**src/rtl/axi4_pkg.sv**
```systemverilog
// Shared types and constants for the AXI4 slave write engine.
// Holds the burst/response/state enums, fixed AXI field widths and a helper
// that validates WRAP burst lengths.
package axi4_pkg;

  localparam int LEN_W   = 8;
  localparam int SIZE_W  = 3;
  localparam int BURST_W = 2;
  localparam int RESP_W  = 2;

  typedef enum logic [BURST_W-1:0] {
    BURST_FIXED = 2'b00,
    BURST_INCR  = 2'b01,
    BURST_WRAP  = 2'b10,
    BURST_RSVD  = 2'b11
  } axi4_burst_e;

  typedef enum logic [RESP_W-1:0] {
    RESP_OKAY   = 2'b00,
    RESP_EXOKAY = 2'b01,
    RESP_SLVERR = 2'b10,
    RESP_DECERR = 2'b11
  } axi4_resp_e;

  typedef enum logic [1:0] {
    ST_IDLE = 2'b00,
    ST_DATA = 2'b01,
    ST_RESP = 2'b10
  } wr_state_e;

  // WRAP bursts are only legal with 2, 4, 8 or 16 beats.
  function automatic logic wrap_len_ok(input logic [LEN_W-1:0] len);
    logic ok;
    case (len)
      8'd1, 8'd3, 8'd7, 8'd15: ok = 1'b1;
      default:                 ok = 1'b0;
    endcase
    return ok;
  endfunction

endpackage

```
**src/rtl/axi4_slave_wr_engine_if.sv**
```systemverilog
// AXI4 write-channel bundle (AW, W, B) between a master and the slave write
// engine.
//   master modport: drives AW*/W*/BREADY, observes AWREADY/WREADY/B*.
//   slave  modport: the reverse.
interface axi4_slave_wr_engine_if
  import axi4_pkg::*;
#(
  parameter int ID_W   = 4,
  parameter int ADDR_W = 32,
  parameter int DATA_W = 32
);

  logic [ID_W-1:0]     AWID;
  logic [ADDR_W-1:0]   AWADDR;
  logic [LEN_W-1:0]    AWLEN;
  logic [SIZE_W-1:0]   AWSIZE;
  logic [BURST_W-1:0]  AWBURST;
  logic                AWVALID;
  logic                AWREADY;

  logic [DATA_W-1:0]   WDATA;
  logic [DATA_W/8-1:0] WSTRB;
  logic                WLAST;
  logic                WVALID;
  logic                WREADY;

  logic [ID_W-1:0]     BID;
  logic [RESP_W-1:0]   BRESP;
  logic                BVALID;
  logic                BREADY;

  modport master (
    output AWID, AWADDR, AWLEN, AWSIZE, AWBURST, AWVALID,
    output WDATA, WSTRB, WLAST, WVALID,
    output BREADY,
    input  AWREADY, WREADY, BID, BRESP, BVALID
  );

  modport slave (
    input  AWID, AWADDR, AWLEN, AWSIZE, AWBURST, AWVALID,
    input  WDATA, WSTRB, WLAST, WVALID,
    input  BREADY,
    output AWREADY, WREADY, BID, BRESP, BVALID
  );

endinterface

```
**src/rtl/axi4_sync_fifo.sv**
```systemverilog
// Single-clock FIFO used to queue write-address requests.
// Ports: clk/rst (async active-high), push_i/wdata_i write side,
// pop_i/rdata_o read side (rdata_o shows the head entry, first-word
// fall-through), full_o/empty_o status. Push while full and pop while empty
// are ignored; full blocks a push even when a pop happens in the same cycle.
module axi4_sync_fifo #(
  parameter int WIDTH = 8,
  parameter int DEPTH = 4
) (
  input  logic             clk,
  input  logic             rst,
  input  logic             push_i,
  input  logic [WIDTH-1:0] wdata_i,
  input  logic             pop_i,
  output logic [WIDTH-1:0] rdata_o,
  output logic             full_o,
  output logic             empty_o
);

  localparam int PTR_W = $clog2(DEPTH);

  logic [WIDTH-1:0] mem_q [DEPTH];
  logic [PTR_W-1:0] wr_ptr_q, wr_ptr_d;
  logic [PTR_W-1:0] rd_ptr_q, rd_ptr_d;
  logic [PTR_W:0]   cnt_q, cnt_d;
  logic             push_ok, pop_ok;

  assign full_o  = (cnt_q == (PTR_W+1)'(DEPTH));
  assign empty_o = (cnt_q == '0);
  assign push_ok = push_i && !full_o;
  assign pop_ok  = pop_i && !empty_o;
  assign rdata_o = mem_q[rd_ptr_q];

  always_comb begin
    wr_ptr_d = wr_ptr_q;
    rd_ptr_d = rd_ptr_q;
    cnt_d    = cnt_q;
    if (push_ok) wr_ptr_d = wr_ptr_q + 1'b1;
    if (pop_ok)  rd_ptr_d = rd_ptr_q + 1'b1;
    case ({push_ok, pop_ok})
      2'b10:   cnt_d = cnt_q + 1'b1;
      2'b01:   cnt_d = cnt_q - 1'b1;
      default: cnt_d = cnt_q;
    endcase
  end

  always_ff @(posedge clk or posedge rst) begin
    if (rst) begin
      wr_ptr_q <= '0;
      rd_ptr_q <= '0;
      cnt_q    <= '0;
    end else begin
      wr_ptr_q <= wr_ptr_d;
      rd_ptr_q <= rd_ptr_d;
      cnt_q    <= cnt_d;
    end
  end

  // Storage needs no reset; the pointers define which entries are valid.
  always_ff @(posedge clk) begin
    if (push_ok) mem_q[wr_ptr_q] <= wdata_i;
  end

endmodule

```
**src/rtl/axi4_slave_wr_engine.sv**
```systemverilog
// AXI4 slave write engine: queues AW requests, accepts W beats for one burst
// at a time, drives a synchronous memory write port and returns one B
// response per burst.
// Ports: ACLK/ARESET (async active-high); axi (slave modport, AW/W/B
// channels); mem_we/mem_addr/mem_wdata/mem_wstrb registered memory write
// port, valid the cycle after each accepted W beat.
//
// state   | meaning
// --------+------------------------------------------------------------
// ST_IDLE | waiting for a queued address; pops and latches it
// ST_DATA | WREADY high, one memory write per accepted beat
// ST_RESP | BVALID high with BID/BRESP held until BREADY
module axi4_slave_wr_engine
  import axi4_pkg::*;
#(
  parameter int ID_W     = 4,
  parameter int ADDR_W   = 32,
  parameter int DATA_W   = 32,
  parameter int AW_DEPTH = 4
) (
  input  logic                ACLK,
  input  logic                ARESET,
  axi4_slave_wr_engine_if.slave axi,
  output logic                mem_we,
  output logic [ADDR_W-1:0]   mem_addr,
  output logic [DATA_W-1:0]   mem_wdata,
  output logic [DATA_W/8-1:0] mem_wstrb
);

  localparam int STRB_W = DATA_W / 8;
  localparam int AW_W   = ID_W + ADDR_W + LEN_W + SIZE_W + BURST_W;
  localparam logic [SIZE_W-1:0] MAX_SIZE = SIZE_W'($clog2(STRB_W));

  // AW queue
  logic              fifo_full, fifo_empty, fifo_pop, fifo_push;
  logic [AW_W-1:0]   fifo_wdata, fifo_rdata;
  logic [ID_W-1:0]   f_id;
  logic [ADDR_W-1:0] f_addr;
  logic [LEN_W-1:0]  f_len;
  logic [SIZE_W-1:0] f_size;
  logic [BURST_W-1:0] f_burst;
  logic              f_illegal;

  assign axi.AWREADY = !fifo_full && !ARESET;
  assign fifo_push   = axi.AWVALID && axi.AWREADY;
  assign fifo_wdata  = {axi.AWID, axi.AWADDR, axi.AWLEN, axi.AWSIZE, axi.AWBURST};
  assign {f_id, f_addr, f_len, f_size, f_burst} = fifo_rdata;

  axi4_sync_fifo #(.WIDTH(AW_W), .DEPTH(AW_DEPTH)) u_aw_fifo (
    .clk     (ACLK),
    .rst     (ARESET),
    .push_i  (fifo_push),
    .wdata_i (fifo_wdata),
    .pop_i   (fifo_pop),
    .rdata_o (fifo_rdata),
    .full_o  (fifo_full),
    .empty_o (fifo_empty)
  );

  // Errors detectable from the address alone also suppress every write.
  assign f_illegal = (f_burst == BURST_RSVD) || (f_size > MAX_SIZE) ||
                     ((f_burst == BURST_WRAP) && !wrap_len_ok(f_len));

  // Burst context
  wr_state_e         state_q, state_d;
  logic [ID_W-1:0]   id_q, id_d;
  logic [ADDR_W-1:0] addr_q, addr_d;
  logic [LEN_W-1:0]  len_q, len_d;
  logic [SIZE_W-1:0] size_q, size_d;
  axi4_burst_e       burst_q, burst_d;
  logic [LEN_W-1:0]  beat_q, beat_d;
  logic              err_q, err_d;
  logic              supp_q, supp_d;

  logic              mem_we_q, mem_we_d;
  logic [ADDR_W-1:0] mem_addr_q, mem_addr_d;
  logic [DATA_W-1:0] mem_wdata_q, mem_wdata_d;
  logic [STRB_W-1:0] mem_wstrb_q, mem_wstrb_d;

  logic w_ready, b_valid, beat_last;

  // Address generator. WRAP keeps the bits above the wrap window and lets
  // the offset inside the window roll over; carries out of ADDR_W are lost.
  logic [ADDR_W-1:0] step, addr_inc, wrap_mask, addr_next;

  always_comb begin
    step      = ADDR_W'(1) << size_q;
    addr_inc  = addr_q + step;
    wrap_mask = ((ADDR_W'(len_q) + ADDR_W'(1)) << size_q) - ADDR_W'(1);
    case (burst_q)
      BURST_FIXED: addr_next = addr_q;
      BURST_WRAP:  addr_next = (addr_q & ~wrap_mask) | (addr_inc & wrap_mask);
      default:     addr_next = addr_inc;
    endcase
  end

  assign beat_last = (beat_q == len_q);

  always_comb begin
    state_d     = state_q;
    id_d        = id_q;
    addr_d      = addr_q;
    len_d       = len_q;
    size_d      = size_q;
    burst_d     = burst_q;
    beat_d      = beat_q;
    err_d       = err_q;
    supp_d      = supp_q;
    mem_we_d    = 1'b0;
    mem_addr_d  = mem_addr_q;
    mem_wdata_d = mem_wdata_q;
    mem_wstrb_d = mem_wstrb_q;
    fifo_pop    = 1'b0;
    w_ready     = 1'b0;
    b_valid     = 1'b0;
    unique case (state_q)
      ST_IDLE: begin
        if (!fifo_empty) begin
          fifo_pop = 1'b1;
          id_d     = f_id;
          addr_d   = f_addr;
          len_d    = f_len;
          size_d   = f_size;
          burst_d  = axi4_burst_e'(f_burst);
          beat_d   = '0;
          err_d    = f_illegal;
          supp_d   = f_illegal;
          state_d  = ST_DATA;
        end
      end
      ST_DATA: begin
        w_ready = 1'b1;
        if (axi.WVALID) begin
          mem_we_d    = !supp_q;
          mem_addr_d  = addr_q;
          mem_wdata_d = axi.WDATA;
          mem_wstrb_d = axi.WSTRB;
          addr_d      = addr_next;
          beat_d      = beat_q + 1'b1;
          // Beat count follows AWLEN; a misplaced WLAST only flags the error.
          if (axi.WLAST != beat_last) err_d = 1'b1;
          if (beat_last) state_d = ST_RESP;
        end
      end
      ST_RESP: begin
        b_valid = 1'b1;
        if (axi.BREADY) state_d = ST_IDLE;
      end
      default: state_d = ST_IDLE;
    endcase
  end

  always_ff @(posedge ACLK or posedge ARESET) begin
    if (ARESET) begin
      state_q     <= ST_IDLE;
      id_q        <= '0;
      addr_q      <= '0;
      len_q       <= '0;
      size_q      <= '0;
      burst_q     <= BURST_FIXED;
      beat_q      <= '0;
      err_q       <= 1'b0;
      supp_q      <= 1'b0;
      mem_we_q    <= 1'b0;
      mem_addr_q  <= '0;
      mem_wdata_q <= '0;
      mem_wstrb_q <= '0;
    end else begin
      state_q     <= state_d;
      id_q        <= id_d;
      addr_q      <= addr_d;
      len_q       <= len_d;
      size_q      <= size_d;
      burst_q     <= burst_d;
      beat_q      <= beat_d;
      err_q       <= err_d;
      supp_q      <= supp_d;
      mem_we_q    <= mem_we_d;
      mem_addr_q  <= mem_addr_d;
      mem_wdata_q <= mem_wdata_d;
      mem_wstrb_q <= mem_wstrb_d;
    end
  end

  assign axi.WREADY = w_ready;
  assign axi.BVALID = b_valid;
  assign axi.BID    = id_q;
  assign axi.BRESP  = (b_valid && err_q) ? RESP_SLVERR : RESP_OKAY;

  assign mem_we    = mem_we_q;
  assign mem_addr  = mem_addr_q;
  assign mem_wdata = mem_wdata_q;
  assign mem_wstrb = mem_wstrb_q;

endmodule

```
**src/flat_wrapper.sv**
```systemverilog
// flat-port wrapper written by rule: the top's interface ports become plain ports
module axi4_slave_wr_engine_flat import axi4_pkg::*;
#(
  parameter int ID_W     = 4,
  parameter int ADDR_W   = 32,
  parameter int DATA_W   = 32,
  parameter int AW_DEPTH = 4
)
  (ACLK, ARESET, mem_we, mem_addr, mem_wdata, mem_wstrb, axi_AWID, axi_AWADDR, axi_AWLEN, axi_AWSIZE, axi_AWBURST, axi_AWVALID, axi_WDATA, axi_WSTRB, axi_WLAST, axi_WVALID, axi_BREADY, axi_AWREADY, axi_WREADY, axi_BID, axi_BRESP, axi_BVALID);
  axi4_slave_wr_engine_if #(.ID_W(ID_W), .ADDR_W(ADDR_W), .DATA_W(DATA_W)) axi_i ();
  input  logic ACLK;
  input  logic ARESET;
  output logic mem_we;
  output logic [ADDR_W-1:0] mem_addr;
  output logic [DATA_W-1:0] mem_wdata;
  output logic [DATA_W/8-1:0] mem_wstrb;
  input wire logic [$bits(axi_i.AWID)-1:0] axi_AWID;
  input wire logic [$bits(axi_i.AWADDR)-1:0] axi_AWADDR;
  input wire logic [$bits(axi_i.AWLEN)-1:0] axi_AWLEN;
  input wire logic [$bits(axi_i.AWSIZE)-1:0] axi_AWSIZE;
  input wire logic [$bits(axi_i.AWBURST)-1:0] axi_AWBURST;
  input wire logic [$bits(axi_i.AWVALID)-1:0] axi_AWVALID;
  input wire logic [$bits(axi_i.WDATA)-1:0] axi_WDATA;
  input wire logic [$bits(axi_i.WSTRB)-1:0] axi_WSTRB;
  input wire logic [$bits(axi_i.WLAST)-1:0] axi_WLAST;
  input wire logic [$bits(axi_i.WVALID)-1:0] axi_WVALID;
  input wire logic [$bits(axi_i.BREADY)-1:0] axi_BREADY;
  output wire logic [$bits(axi_i.AWREADY)-1:0] axi_AWREADY;
  output wire logic [$bits(axi_i.WREADY)-1:0] axi_WREADY;
  output wire logic [$bits(axi_i.BID)-1:0] axi_BID;
  output wire logic [$bits(axi_i.BRESP)-1:0] axi_BRESP;
  output wire logic [$bits(axi_i.BVALID)-1:0] axi_BVALID;
  assign axi_i.AWID = axi_AWID;
  assign axi_i.AWADDR = axi_AWADDR;
  assign axi_i.AWLEN = axi_AWLEN;
  assign axi_i.AWSIZE = axi_AWSIZE;
  assign axi_i.AWBURST = axi_AWBURST;
  assign axi_i.AWVALID = axi_AWVALID;
  assign axi_i.WDATA = axi_WDATA;
  assign axi_i.WSTRB = axi_WSTRB;
  assign axi_i.WLAST = axi_WLAST;
  assign axi_i.WVALID = axi_WVALID;
  assign axi_i.BREADY = axi_BREADY;
  assign axi_AWREADY = axi_i.AWREADY;
  assign axi_WREADY = axi_i.WREADY;
  assign axi_BID = axi_i.BID;
  assign axi_BRESP = axi_i.BRESP;
  assign axi_BVALID = axi_i.BVALID;
  axi4_slave_wr_engine #(.ID_W(ID_W), .ADDR_W(ADDR_W), .DATA_W(DATA_W), .AW_DEPTH(AW_DEPTH)) u_core (.ACLK(ACLK), .ARESET(ARESET), .axi(axi_i), .mem_we(mem_we), .mem_addr(mem_addr), .mem_wdata(mem_wdata), .mem_wstrb(mem_wstrb));
endmodule
```
**config.mk**
```make
export PLATFORM = sky130hd
export DESIGN_NAME = axi4_slave_wr_engine_flat
export DESIGN_NICKNAME = d
export VERILOG_FILES = /design/src/rtl/axi4_pkg.sv /design/src/rtl/axi4_slave_wr_engine_if.sv /design/src/rtl/axi4_sync_fifo.sv /design/src/rtl/axi4_slave_wr_engine.sv /design/src/flat_wrapper.sv
export SDC_FILE = /design/constraint.sdc
export NUM_CORES = 1
export LEC_CHECK = 0
export CORE_MARGIN = 2
export CORE_UTILIZATION = 40
export DETAILED_ROUTE_END_ITERATION = 10
export HOLD_SLACK_MARGIN = 0.02
export PLACE_DENSITY = 0.6
export SLEW_MARGIN = 10
export SYNTH_ARGS = -nofsm -noshare
export SYNTH_HDL_FRONTEND = slang
export SYNTH_SLANG_ARGS = --single-unit
export TNS_END_PERCENT = 10
```
**constraint.sdc**
```tcl
create_clock -name ACLK -period 5.05 [get_ports ACLK]
set_clock_uncertainty 0.2 [all_clocks]
set_input_delay 0.7575 -clock ACLK [delete_from_list [all_inputs] [get_ports ACLK]]
set_output_delay 0.7575 -clock ACLK [all_outputs]
set_load 0.05 [all_outputs]
```
# Word level (Yosys, flattened, before mapping)
# Memories as Yosys holds them, arrays and structs flattened.
# Cells that the tools add are included.
# word_totals
ff_bits,137
ram_bits,196
wordCells,105
mem_count,1
# mem_list
name,words,word_bits,read_ports,rd_ports_with_merged_regs,wr,line_no,rtl
u_core.u_aw_fifo.mem_q,4,49,1,0,1,axi4_sync_fifo.sv:22,logic [WIDTH-1:0] mem_q [DEPTH];
# classes
addsub,8
order_cmp,1
n_eq_ne,20
shift,2
mux,27
n_bitwise,5
reduce_logical,25
# ops
cell,count
32-bit case mux with 2 select lines,2
32-bit bitwise AND,2
32-bit 2-to-1 mux,2
32-bit adder,1
32-bit inverter,1
32-bit bitwise OR,1
1-bit by 3-bit left shift with 32-bit output (first input constant),1
32-bit by 3-bit left shift with 32-bit output,1
32-bit by 1-bit subtractor with 32-bit output (second input constant),1
8-bit 2-to-1 mux,2
8-bit case mux with 2 select lines,1
1-bit 2-to-1 mux,12
4-bit AND reduction,3
2-bit == test (second input constant),5
2-bit 2-to-1 mux,5
8-bit by 1-bit adder with 9-bit output (second input constant),1
8-bit by 1-bit adder with 8-bit output (second input constant),1
8-bit by 1-bit == test with 1-bit output (second input constant),1
8-bit by 2-bit == test with 1-bit output (second input constant),1
8-bit by 3-bit == test with 1-bit output (second input constant),1
8-bit by 4-bit == test with 1-bit output (second input constant),1
8-bit == test,1
2-bit inequality test (second input constant),4
1-bit logical AND,6
20 further kinds,31

# Logic depth before layout (Yosys ltp)
# Gate-level depths: netlist (run 1).
# depth
word_depth,9
mapped_depth,18
mapped_depth_nobuf,14

# Hierarchy
# From an unflattened synthesis (run 1), not the netlist that was laid out.
# unflattened
cells_unflattened,1224
area_unflattened_um2,15097.0
# by_module_without_submodules
module,instances,cells_each,area_per_inst_um2,seq_area_each_um2
axi4_sync_fifo,1,295,7558.5,6060.8
axi4_slave_wr_engine,1,929,7538.5,3253.1

# Worst setup path before layout (run 1)
# Ideal clock, no wire load.
# synth_timing
path_type,reg-to-reg
startpoint,register u_core.size_q[2]
endpoint,register with a tool-made name
setup_time_ns,0.132
arrival_time_ns,3.463
required_time_ns,4.718
slack_ns,1.255
stages_incl_launch_ff,17
path_cell_list,dfrtp_1 clkbuf_1 buf_2 buf_1 nor3_1 ha_1 inv_1 fa_1 nor2b_1 o31a_1 o31ai_1 a21o_1 clkbuf_1 nor3_1 nand2_1 o31ai_1 a31oi_2
# synth_lines
item,line_no,rtl
from (decl),axi4_slave_wr_engine.sv:69,"logic [SIZE_W-1:0] size_q, size_d;"
from (signal assigned),axi4_slave_wr_engine.sv:173,size_q <= size_d;

==> parameters.txt, run 1 <==
Parameter                              Value

Outcome
  Result of the run    finished, final reports clean

Layout
  # nets final    1529
  Area used by sequential logic in the layout    0.00932 mm^2
  Fraction of layout instances using a drive strength above 1    0.120
  Footprint of the multi-input gates    0.00555 mm^2
  Diodes inserted    0
  Layout fillers    3358
  Number of non-filler instances in the completed layout    1957
  Area grow syn2layout    22.1%

Power
  P per Cell Area    643 mW/mm^2
  Final Power    12.0 mW
  LEAKAGE    7.04 nW
  IR drop worst, VDD    237 uV

Timing
  Transition time at the pin with the least slew margin    956 ps
  Number of endpoints with negative hold slack in the final report    0
  Setup-violating endpoint count in the final report    0
  Slew Limit Headroom    0.360
  Final number of max-transition violations    0
  Maximum achievable frequency    234 MHz
  RSZ-0062 raised after global routing    false
  Setup Total Neg Slack    0 ps
  Final period utilization    0.848
  Time the final worst path needs with I/O delays and setup    4280 ps

Job
  Reported max-cap violation count    0

Min path
  Hold path startpoint    u_core.mem_wdata[17]
  Instance count along the most critical hold path    2
  Hold path endpoint    u_core.mem_wdata[17]
  Worst min-delay path class    reg2reg

Route
  Number of vias per cell after detailed routing    5.30
  Via Count    10400
  Antenna Nets Post-Route    0
  First-pass iteration count of the detailed router    5
  Post-detailed-routing wire length    36.8 mm
  Remaining DRCs    0
  First-iteration detailed-routing DRC count    727
  Detail-routed net length per standard cell    18.8 um

Clock tree
  Number of H-tree branching levels    2
  Total clock buffers created by CTS    38
  Maximum clock insertion buffer count    3
  Setup Buffers After CTS    0
  # hold bufs at CTS    0
  Clk Latency, worst-skew pair    550 ps
  Buffer type at the clock tree root    sky130_fd_sc_hd__clkbuf_16
  TritonCTS clock tree    built
  PostCTS Resize Cnt    0
  Count of clock tree sinks    333
  CTS clock-pin slew for the worst setup and hold paths    60 ps

Critical path
  Highest net fanout along the worst path    24
  Cells on worst reg2reg path    13
  Worst path required time    5340 ps
  Reg-to-reg setup timing slack    770 ps
  Cell family contributing the most delay on the critical path    simple AND/OR/NAND/NOR gates
  Critical Path Start Type    flop
  Most numerous cell on the critical path    sky130_fd_sc_hd__nand2_1
  Cell-by-cell listing of the critical path    clkinv_1, nand2_1, nor2_1, ha_1, o21a_1, o21ai_0, nand2b_1, a31o_2, nand3b_1, nor3_1, nand2_1, a211oi_1, o22a_1
  Buffer and inverter count on the worst path    1
  Type of destination of the critical path    flop
  Arr. time, crit path    4570 ps
  Category of the most critical setup path    reg2reg
  Slowest stage cell on the critical path    sky130_fd_sc_hd__dfrtp_1
  Largest stage delay on the critical path    800 ps
  R2r startpoint    u_core.size_q[1]

GRT
  Remaining Overflow, GRT    0
  Number of antenna violations at the first check in global routing    2
  Total global-route track usage    0.189
  Largest net degree at the start of global routing    79
  Vias in the first global route    10300
  First-pass GRT wire length    58.1 mm

Synth
  Mean cell area of the mapped netlist    12.1 um^2
  Portion of synthesized cell area occupied by the leading cell type    0.385
  Most numerous cell in the Yosys netlist    sky130_fd_sc_hd__nand2_1
  Commonest cells post-synth    sky130_fd_sc_hd__nand2_1, sky130_fd_sc_hd__edfxtp_1, sky130_fd_sc_hd__dfrtp_1, sky130_fd_sc_hd__o21ai_0, sky130_fd_sc_hd__nor2_1
  Number of standard cells after synthesis    1266
  Area of the mapped netlist    0.0153 mm^2
  Library cell with the largest summed area after synthesis    sky130_fd_sc_hd__edfxtp_1
  Top_reg_cell synth    sky130_fd_sc_hd__edfxtp_1
  Async SR Flop Fraction    0.411
  Post-synthesis sequential area ratio    0.609
  Number of flops mapped to enable cells by yosys    196
  Post-synthesis register bit count    333
  Number of unique standard cell types used by synthesis    91
  Synthesis Warnings    0
  Syn_nets    1376
  Main area contributors after synthesis    sky130_fd_sc_hd__edfxtp_1, sky130_fd_sc_hd__dfrtp_1, sky130_fd_sc_hd__nand2_1

Die
  Io pins    169
  Num rows    71
  Die outline area    0.0398 mm^2
  Core area    0.0377 mm^2
  Initial Utilization    0.406
  Chip height    200 um
  X dimension of the die    200 um

Placed design
  Detail Placement HPWL    25.0 mm
  Placed instance count    1890
  Buffers on Ports    167
  RePlAce Congestion    0.900
-- area by class of cell --
cell class / instances / area share
tap: 511 / 0.0342
multi-input combinational: 832 / 0.297
clock buffer: 55 / 0.0565
inverter: 25 / 0.00529
sequential: 333 / 0.499
timing repair buffer: 189 / 0.0990
clock inverter: 12 / 0.00864
-- cell families after synthesis --
| group | Yosys count | synth area share |
|---|---|---|
| buf+inv | 101 | 0.0285 |
| compound gates | 234 | 0.105 |
| other cells | 1 | 0.000245 |
| flops | 333 | 0.609 |
| mux | 55 | 0.0764 |
| xor+xnor | 33 | 0.0189 |
| fa+ha+maj | 19 | 0.0165 |
| simple gates | 490 | 0.146 |
-- sequential cells by signal, indices dropped and copies added (netlist names), 2 cells and up, named ones only --
name                       count
u_core.axi.BID                 4
u_core.beat_q                  8
u_core.burst_q                 2
u_core.len_q                   8
u_core.mem_addr               32
u_core.mem_wdata              32
u_core.mem_wstrb               4
u_core.size_q                  3
u_core.state_q                 2
u_core.u_aw_fifo.cnt_q         3
u_core.u_aw_fifo.mem_q       196
u_core.u_aw_fifo.rd_ptr_q      2
u_core.u_aw_fifo.wr_ptr_q      2
-- worst register-to-register path, cell delays in order, from the launching register on --
cell	delay, ps
sky130_fd_sc_hd__dfrtp_1	800
sky130_fd_sc_hd__clkinv_1	530
sky130_fd_sc_hd__nand2_1	270
sky130_fd_sc_hd__nor2_1	70
sky130_fd_sc_hd__ha_1	360
sky130_fd_sc_hd__o21a_1	140
sky130_fd_sc_hd__o21ai_0	70
sky130_fd_sc_hd__nand2b_1	100
sky130_fd_sc_hd__a31o_2	280
sky130_fd_sc_hd__nand3b_1	210
sky130_fd_sc_hd__nor3_1	630
sky130_fd_sc_hd__nand2_1	120
sky130_fd_sc_hd__a211oi_1	280
sky130_fd_sc_hd__o22a_1	170
-- placed cells by master (no fill, tap or decap), types with 8 or more instances in the layout --
master | netlist | routed
sky130_fd_sc_hd__and3_1 | 15 | 11
sky130_fd_sc_hd__o21ai_0 | 54 | 54
sky130_fd_sc_hd__clkdlybuf4s50_1 | 0 | 167
sky130_fd_sc_hd__xor2_1 | 14 | 14
sky130_fd_sc_hd__clkbuf_1 | 45 | 13
sky130_fd_sc_hd__mux4_2 | 49 | 49
sky130_fd_sc_hd__a21oi_1 | 48 | 48
sky130_fd_sc_hd__o21a_1 | 11 | 11
sky130_fd_sc_hd__buf_4 | 3 | 21
sky130_fd_sc_hd__nor3_1 | 11 | 11
sky130_fd_sc_hd__clkbuf_16 | 0 | 38
sky130_fd_sc_hd__nand2_1 | 316 | 315
sky130_fd_sc_hd__nand2b_1 | 9 | 8
sky130_fd_sc_hd__nor2b_1 | 10 | 10
sky130_fd_sc_hd__ha_1 | 17 | 17
sky130_fd_sc_hd__inv_1 | 21 | 20
sky130_fd_sc_hd__nand3_1 | 15 | 15
sky130_fd_sc_hd__and2_1 | 9 | 9
sky130_fd_sc_hd__edfxtp_1 | 196 | 196
sky130_fd_sc_hd__a31oi_1 | 21 | 21
sky130_fd_sc_hd__a211oi_1 | 13 | 13
sky130_fd_sc_hd__xnor2_1 | 19 | 19
sky130_fd_sc_hd__nor2_1 | 53 | 53
sky130_fd_sc_hd__nand4_1 | 9 | 9
sky130_fd_sc_hd__dfrtp_1 | 137 | 135
-- through the flow --
step	setup slack (ps)	hold WS [ps]	util	instance area, um^2
floorplan	425	204	-	15300
global placement	974	257	0.464	17500
detailed placement	838	262	0.464	17500
CTS	832	276	0.496	18700
global route	400	292	0.496	18700
finish	770	269	0.496	18700
-- per-layer routing --
metal  global-route usage  wire (um)
met5                    0         13
met4               0.0535        789
met3               0.0383       2360
met2                0.294      16400
met1                0.269      17200
-- where the power goes --
part	switching, mW	internal, mW
Clock	1.08	1.57
Combinational	3.17	1.96
Sequential	0.695	3.53
-- how the worst max path moves through the flow --
stage                     startpoint         to  slack (ps)  depth (start not counted)
finish              u_core.size_q[1]       flop         770                         13
global route        u_core.size_q[1]       flop         400                         12
CTS                 u_core.size_q[1]       flop         830                         13
detailed placement  u_core.size_q[1]       flop         840                         13
global placement     u_core.len_q[0]       flop         970                         12
floorplan                     ARESET  async pin         420                          1
Power figures use the tool's default switching activity.
==> inputs of run 2 (changes only) <==
==> constraint.sdc (replaced) <==
create_clock -name ACLK -period 4.07 [get_ports ACLK]
set_clock_uncertainty 0.2 [all_clocks]
set_input_delay 0.6105 -clock ACLK [delete_from_list [all_inputs] [get_ports ACLK]]
set_output_delay 0.6105 -clock ACLK [all_outputs]
set_load 0.05 [all_outputs]
==> run 2 against run 1 <==
  * Clock power grew 21%
  * Wire length grew 0.47%
  * Sequential cell count is the same
  * Non-clock buffer count is 17 higher
  * Utilization is 0.38 points higher
  * Via count up 0.20%
  * Combinational power increased by 28%
  * Hold slack about the same
  * Die area stayed put
==> parameters.txt, run 2 (same netlist as run 1, synthesis figures left out) <==
Parameter                              Value

Die
  Num rows    71 (unchanged)
  Chip height    200 um (unchanged)
  Io pins    169 (unchanged)
  Initial Utilization    0.406 (unchanged)
  Die outline area    0.0398 mm^2 (unchanged)
  Core area    0.0377 mm^2 (unchanged)
  X dimension of the die    200 um (unchanged)

Clock tree
  TritonCTS clock tree    built
  Total clock buffers created by CTS    37 (-2.6%)
  Buffer type at the clock tree root    sky130_fd_sc_hd__clkbuf_16
  Count of clock tree sinks    333 (unchanged)
  Number of H-tree branching levels    2 (unchanged)
  CTS clock-pin slew for the worst setup and hold paths    60 ps (about the same)
  Clk Latency, worst-skew pair    530 ps (-20 ps)
  Maximum clock insertion buffer count    3 (unchanged)
  Setup Buffers After CTS    0 (unchanged)

Route
  First-iteration detailed-routing DRC count    693 (-4.7%)
  Detail-routed net length per standard cell    18.7 um (-0.44%)
  Number of vias per cell after detailed routing    5.26 (-0.71%)
  Via Count    10400 (+0.20%)
  First-pass iteration count of the detailed router    7 (+2)
  Antenna Nets Post-Route    0 (unchanged)
  Post-detailed-routing wire length    36.9 mm (+0.47%)
  Remaining DRCs    0 (unchanged)

Layout
  Leading cell type in the layout, fill and taps excluded    sky130_fd_sc_hd__nand2_1
  Commonest cells after routing, fill and taps aside    sky130_fd_sc_hd__nand2_1, sky130_fd_sc_hd__edfxtp_1, sky130_fd_sc_hd__clkdlybuf4s50_1
  Area grow syn2layout    23.1%
  Max reg flops    196 (unchanged)
  Register with the most flip-flops    u_core.u_aw_fifo.mem_q
  Fraction of layout instances using a drive strength above 1    0.133 (+0.0129)
  # nets final    1545 (+1.0%)
  Diodes inserted    0 (unchanged)

GRT
  Number of antenna violations at the first check in global routing    0 (-2)
  First-pass GRT wire length    58.4 mm (+0.45%)
  Total global-route track usage    0.189 (about the same)
  Remaining Overflow, GRT    0 (unchanged)
  Vias in the first global route    10400 (+0.31%)
  Largest net degree at the start of global routing    138 (+75%)

Critical path
  Largest stage delay on the critical path    490 ps (-310 ps)
  R2r startpoint    u_core.len_q[0]
  Category of the most critical setup path    reg2reg
  Critical Path Start Type    flop
  Arr. time, crit path    4050 ps (-520 ps)
  Cell family contributing the most delay on the critical path    simple AND/OR/NAND/NOR gates
  Cell-by-cell listing of the critical path    ha_1, and3_1, mux2_2, a311oi_1, nor3_2, nand4b_1, nor4b_1, and3_1, ha_1, o2111ai_1, or4_1, nand3_1
  Type of destination of the critical path    flop
  Slowest stage cell on the critical path    sky130_fd_sc_hd__or4_1
  Highest net fanout along the worst path    8 (-67%)
  Worst path required time    4340 ps (-1000 ps)
  Buffer and inverter count on the worst path    0 (-1)
  CP startpoint    u_core.len_q[0]

Timing
  Time the final worst path needs with I/O delays and setup    3780 ps (-499 ps)
  Number of endpoints with negative hold slack in the final report    0 (unchanged)
  Final period utilization    0.929 (+0.0815)
  Slew Limit Headroom    0.311 (-0.0493)
  Setup-violating endpoint count in the final report    0 (unchanged)
  Final number of max-transition violations    0 (unchanged)
  Setup Total Neg Slack    0 ps (unchanged)
  PnR worst setup slack    289 ps (-481 ps)
  RSZ-0062 raised after global routing    false
  Transition time at the pin with the least slew margin    1030 ps (+73.6 ps)
  Maximum achievable frequency    264 MHz (+13%)

Placed design
  RePlAce Congestion    0.903 (+0.34%)
  Buffers on Ports    167 (unchanged)
  Detail Placement HPWL    25.1 mm (+0.50%)
  Post-placement setup slack    191 ps (-648 ps)

Power
  P per Cell Area    794 mW/mm^2 (+24%)
  IR drop worst, VDD    343 uV (+45%)
  LEAKAGE    7.11 nW (+1.1%)
  Final Power    14.9 mW (+24%)

Outcome
  Result of the run    finished, final reports clean

Min path
  Hold path startpoint    u_core.mem_wdata[25]
  Worst min-delay path class    reg2reg

Job
  Reported max-cap violation count    0 (unchanged)
==> run 2: final timing paths <==
kind | to | slack, ps | depth (start not counted)
hold reg to reg | u_core.mem_wdata[25] | 270 | 2
max in group asynchronous | u_core.mem_wdata[0] | 2570 | 3
hold / removal | u_core.mem_wdata[25] | 270 | 2
setup reg to reg | flop | 290 | 12
min in group asynchronous | u_core.err_q | 440 | 3
setup / recovery | flop | 290 | 12
==> run 2: worst min-delay path, delay by kind of cell (launching register included) <==
family,cells,cell delay [ps]
flops,1,330
simple gates,2,100
==> run 2: through the flow <==
step,instances,hold WS [ps],util,cell area (um^2)
3_5_place_dp,1907,262,0.468,17600
2_1_floorplan,1266,204,-,15300
3_3_place_gp,1907,256,0.468,17600
4_1_cts,1975,276,0.499,18800
5_1_grt,1975,292,0.500,18800
6_report,1975,268,0.500,18800
==> run 2: where the power goes <==
part	total [mW]	switching (mW)	internal (mW)
clock	3.19	1.30	1.89
combinational	6.56	4.01	2.54
sequential	5.20	0.812	4.39
==> run 2: repair_timing <==
item,CTS,global route
hold endpoints to repair,0,0
resized for setup,0,4
setup endpoints to repair,0,8
hold buffers,0,0
==> run 2: metal layers <==
layer	up-vias	wire [um]	track usage
li1	4953	-	-
met1	5101	17200	0.273
met2	295	17000	0.298
met3	45	2090	0.0300
met4	0	624	0.0480
met5	-	0	0
==> run 2: area by class of cell <==
| class | instances | area [um^2] |
|---|---|---|
| clock inverter | 19 | 164 |
| sequential | 333 | 9320 |
| clock buffer | 49 | 1010 |
| timing repair buffer | 206 | 2020 |
| multi-input combinational | 832 | 5560 |
| fill | 3359 | 18800 |
| tap | 511 | 639 |
| inverter | 25 | 97.6 |
==> inputs of run 3 (changes only) <==
--- a/config.mk
+++ b/config.mk
@@ -5,6 +5,7 @@
 export SDC_FILE = /design/constraint.sdc
 export NUM_CORES = 1
 export LEC_CHECK = 0
+export ABC_AREA = 1
 export CORE_MARGIN = 2
 export CORE_UTILIZATION = 40
 export DETAILED_ROUTE_END_ITERATION = 10
==> run 3 against run 2 <==
  * Fmax increased by 9.5%
  * Sequential power decreased by 5.6%
  * Die area increased by 1.0%
  * Highest routed layer is now met5
  * Global-route usage increased by 0.099 points
  * Non-clock buffer count decreased by 16
  * Critical path type unchanged
  * Count of clock-buffer cells in the layout increased by 2
==> parameters.txt, run 3 <==
Parameter                              Value

Outcome
  Result of the run    finished, final reports clean

Critical path
  Reg-to-reg setup timing slack    620 ps (+330 ps)
  Cells on worst reg2reg path    20 (+8)
  Cell family contributing the most delay on the critical path    simple AND/OR/NAND/NOR gates
  Category of the most critical setup path    reg2reg
  Highest net fanout along the worst path    9 (+1)
  Worst path required time    4330 ps (about the same)
  Most numerous cell on the critical path    sky130_fd_sc_hd__nand2_1
  Buffer and inverter count on the worst path    3 (+3)
  Path length in cells of the critical path    20 (+8)
  Largest stage delay on the critical path    470 ps (-20 ps)
  Arr. time, crit path    3710 ps (-340 ps)
  Critical Path Start Type    flop
  Type of destination of the critical path    flop
  R2r startpoint    u_core.size_q[2]
  Slowest stage cell on the critical path    sky130_fd_sc_hd__dfrtp_1
  Cell-by-cell listing of the critical path    nor3_1, ha_1, inv_1, fa_1, inv_1, nand2_1, o21ai_0, nand3_1, nand2_1, nand2_1, nor2_1, nand2_1, inv_1, nand2_1, nor2_1, xor2_1, nand3_1, nand2_1, nand2_1, nand2_1

Job
  Reported max-cap violation count    0 (unchanged)

Layout
  Leading cell type in the layout, fill and taps excluded    sky130_fd_sc_hd__nand2_1
  Final core utilization    0.500 (about the same)
  Footprint of the multi-input gates    0.00536 mm^2 (-3.5%)
  Max reg flops    196 (unchanged)
  Fraction of layout instances using a drive strength above 1    0.0888 (-0.0437)
  Number of non-filler instances in the completed layout    2291 (+16%)
  Commonest cells after routing, fill and taps aside    sky130_fd_sc_hd__nand2_1, sky130_fd_sc_hd__edfxtp_1, sky130_fd_sc_hd__o21ai_0
  Area grow syn2layout    22.4%
  Layout fillers    3473 (+3.4%)
  Area used by sequential logic in the layout    0.00932 mm^2 (about the same)
  Register with the most flip-flops    u_core.u_aw_fifo.mem_q
  Diodes inserted    0 (unchanged)
  # nets final    1862 (+21%)

Synth
  Multiplexer share of the synthesized area    0.00146 (-0.0750)
  Adder-cell share of the synthesized area    0.0164 (-0.000170)
  Post-synthesis sequential area ratio    0.603 (-0.00626)
  Complex-gate fraction of the synthesized area    0.105 (+0.000380)
  Synthesis Warnings    0 (unchanged)
  Syn_nets    1705 (+24%)
  Portion of synthesized cell area occupied by the leading cell type    0.381 (-0.00396)
  Top_reg_cell synth    sky130_fd_sc_hd__edfxtp_1
  Commonest cells post-synth    sky130_fd_sc_hd__nand2_1, sky130_fd_sc_hd__edfxtp_1, sky130_fd_sc_hd__nor2_1, sky130_fd_sc_hd__o21ai_0, sky130_fd_sc_hd__dfrtp_1
  Area of the mapped netlist    0.0155 mm^2 (+1.0%)
  Dominant combinational cell family by area after synthesis    simple AND/OR/NAND/NOR gates
  Post-synthesis share of cell area spent on and, or, nand and nor gates    0.208 (+0.0621)
  Most numerous cell in the Yosys netlist    sky130_fd_sc_hd__nand2_1
  Async SR Flop Fraction    0.411 (unchanged)
  Library cell with the largest summed area after synthesis    sky130_fd_sc_hd__edfxtp_1
  Xor and xnor fraction of the mapped netlist area    0.0136 (-0.00530)
  Mean cell area of the mapped netlist    9.69 um^2 (-20%)
  Number of flops mapped to enable cells by yosys    196 (unchanged)
  Post-synthesis register bit count    333 (unchanged)
  Main area contributors after synthesis    sky130_fd_sc_hd__edfxtp_1, sky130_fd_sc_hd__dfrtp_1, sky130_fd_sc_hd__nand2_1
  Number of standard cells after synthesis    1595 (+26%)
  Number of unique standard cell types used by synthesis    60 (-34%)

Power
  LEAKAGE    7.69 nW (+8.1%)
  Sw Share    0.428 (+0.0178)
  Combinational share of power    0.438 (about the same)
  Power share of the clock group    0.229 (+0.016)
  Final Power    14.7 mW (-1.6%)
  IR drop worst, VDD    314 uV (-8.4%)
  P per Cell Area    778 mW/mm^2 (-2.1%)
  Reg power frac    0.333 (-0.015)
  Net switching power of the design    6.29 mW (+2.7%)
  Internal portion of total power    8.42 mW (-4.5%)

Clock tree
  Count of clock tree sinks    333 (unchanged)
  TritonCTS clock tree    built
  Number of H-tree branching levels    2 (unchanged)
  PostCTS Resize Cnt    0 (unchanged)
  Setup Buffers After CTS    0 (unchanged)
  Clk Latency, worst-skew pair    540 ps (about the same)
  # hold bufs at CTS    0 (unchanged)
  Total clock buffers created by CTS    38 (+2.7%)
  Buffer type at the clock tree root    sky130_fd_sc_hd__clkbuf_16
  CTS clock-pin slew for the worst setup and hold paths    60 ps (about the same)
  Maximum clock insertion buffer count    3 (unchanged)

Placed design
  Placed instance count    2223 (+17%)
  Post-placement setup slack    667 ps (+476 ps)
  Detail Placement HPWL    24.5 mm (-2.4%)
  RePlAce Congestion    0.876 (-2.9%)
  Buffers on Ports    167 (unchanged)

Timing
  Setup-violating endpoint count in the final report    0 (unchanged)
  Transition time at the pin with the least slew margin    894 ps (-136 ps)
  Maximum achievable frequency    289 MHz (+9.5%)
  Final period utilization    0.849 (-0.0803)
  Time the final worst path needs with I/O delays and setup    3450 ps (-327 ps)
  PnR worst setup slack    616 ps (+327 ps)
  Final number of max-transition violations    0 (unchanged)
  Worst slack on hold paths    234 ps (-34.5 ps)
  RSZ-0062 raised after global routing    false
  Number of endpoints with negative hold slack in the final report    0 (unchanged)
  Slew Limit Headroom    0.404 (+0.0931)

GRT
  Number of antenna violations at the first check in global routing    1 (+1)
  First-pass GRT wire length    61.6 mm (+5.5%)
  Total global-route track usage    0.190 (+0.000994)
  Remaining Overflow, GRT    0 (unchanged)
  Largest net degree at the start of global routing    93 (-33%)
  Vias in the first global route    11200 (+8.0%)

Die
  Core area    0.0378 mm^2 (+0.47%)
  Chip height    201 um (+0.51%)
  Io pins    169 (unchanged)
  Die outline area    0.0402 mm^2 (+1.0%)
  Num rows    71 (unchanged)
  Initial Utilization    0.408 (+0.00229)
  X dimension of the die    201 um (+0.51%)

Route
  Met3 wire len    2.23 mm (+6.4%)
  First-iteration detailed-routing DRC count    841 (+21%)
  Via Count    11500 (+10%)
  Max Used Layer    met5
  Wire length the detailed router placed on met1    18.6 mm (+7.9%)
  Antenna Nets Post-Route    0 (unchanged)
  Number of vias per cell after detailed routing    5.00 (-4.9%)
  Remaining DRCs    0 (unchanged)
  Post-detailed-routing wire length    37.6 mm (+1.9%)
  Detailed-routed wire length on met2    16.1 mm (-5.2%)
  Detail-routed net length per standard cell    16.4 um (-12%)
  First-pass iteration count of the detailed router    5 (-2)

Min path
  Worst min-delay path class    reg2reg
  Instance count along the most critical hold path    1 (-1)
  Hold path endpoint    u_core.mem_we
  Hold path startpoint    u_core.supp_q
-- run 3: power groups by stage --
| stage | logic (mW) | registers, mW | clock network, mW |
|---|---|---|---|
| after global routing | 7.12 | 5.01 | 3.60 |
| after CTS | 6.46 | 4.91 | 3.45 |
| final | 6.44 | 4.91 | 3.37 |
| after global placement | 6.37 | 4.94 | 0 |
| after floorplan | 3.68 | 5.81 | 0 |
| after detailed placement | 6.44 | 4.97 | 0 |
-- run 3: layout make-up --
class | count | share of cell area
flip-flops and latches | 333 | 0.492
multi-input cells | 1074 | 0.284
repair buffers | 190 | 0.101
clock buffers | 51 | 0.0566
well taps | 511 | 0.0338
inverters | 115 | 0.0232
clock inverters | 17 | 0.00953
-- run 3: per-layer routing --
layer / vias to the layer above / global-route usage
met1: 5414 / 0.283
met2: 306 / 0.287
met4: 2 / 0.0503
met3: 45 / 0.0312
li1: 5695 / -
met5: - / 0
-- run 3: stage by stage --
stage	area [um^2]	setup TNS [ps]
finish	18900	0
global route	18900	0
CTS	18900	0
detailed placement	17700	0
global placement	17700	0
floorplan	15500	-173530
-- run 3: cells by family (layout without fill, tap and decap cells) --
family | after synthesis | count (layout)
buffers and inverters | 188 | 373
xor gates and xnor gates | 24 | 24
AOI/OAI and AO/OA | 285 | 285
and+or+nand+nor | 743 | 743
DFF | 333 | 333
muxes | 2 | 2
other | 1 | 1
adders and majority gates | 19 | 19
-- run 3: worst reg2reg max path: cells and delay by family, from the launching register on --
| kind | cells | cell delay (ps) |
|---|---|---|
| compound gates | 1 | 350 |
| flops | 1 | 470 |
| simple gates | 13 | 1400 |
| buf+inv | 3 | 250 |
| xor+xnor | 1 | 170 |
| fa+ha+maj | 2 | 550 |
-- run 3: worst max-delay path by stage --
stage / startpoint / endpoint / slack (ps)
2_1_floorplan: ARESET / u_core.u_aw_fifo.mem_q[0][0] / -600
3_3_place_gp: u_core.size_q[0] / flop / 720
3_5_place_dp: u_core.size_q[0] / flop / 670
4_1_cts: u_core.size_q[2] / flop / 620
5_1_grt: u_core.size_q[0] / flop / 170
6_report: u_core.size_q[2] / flop / 620
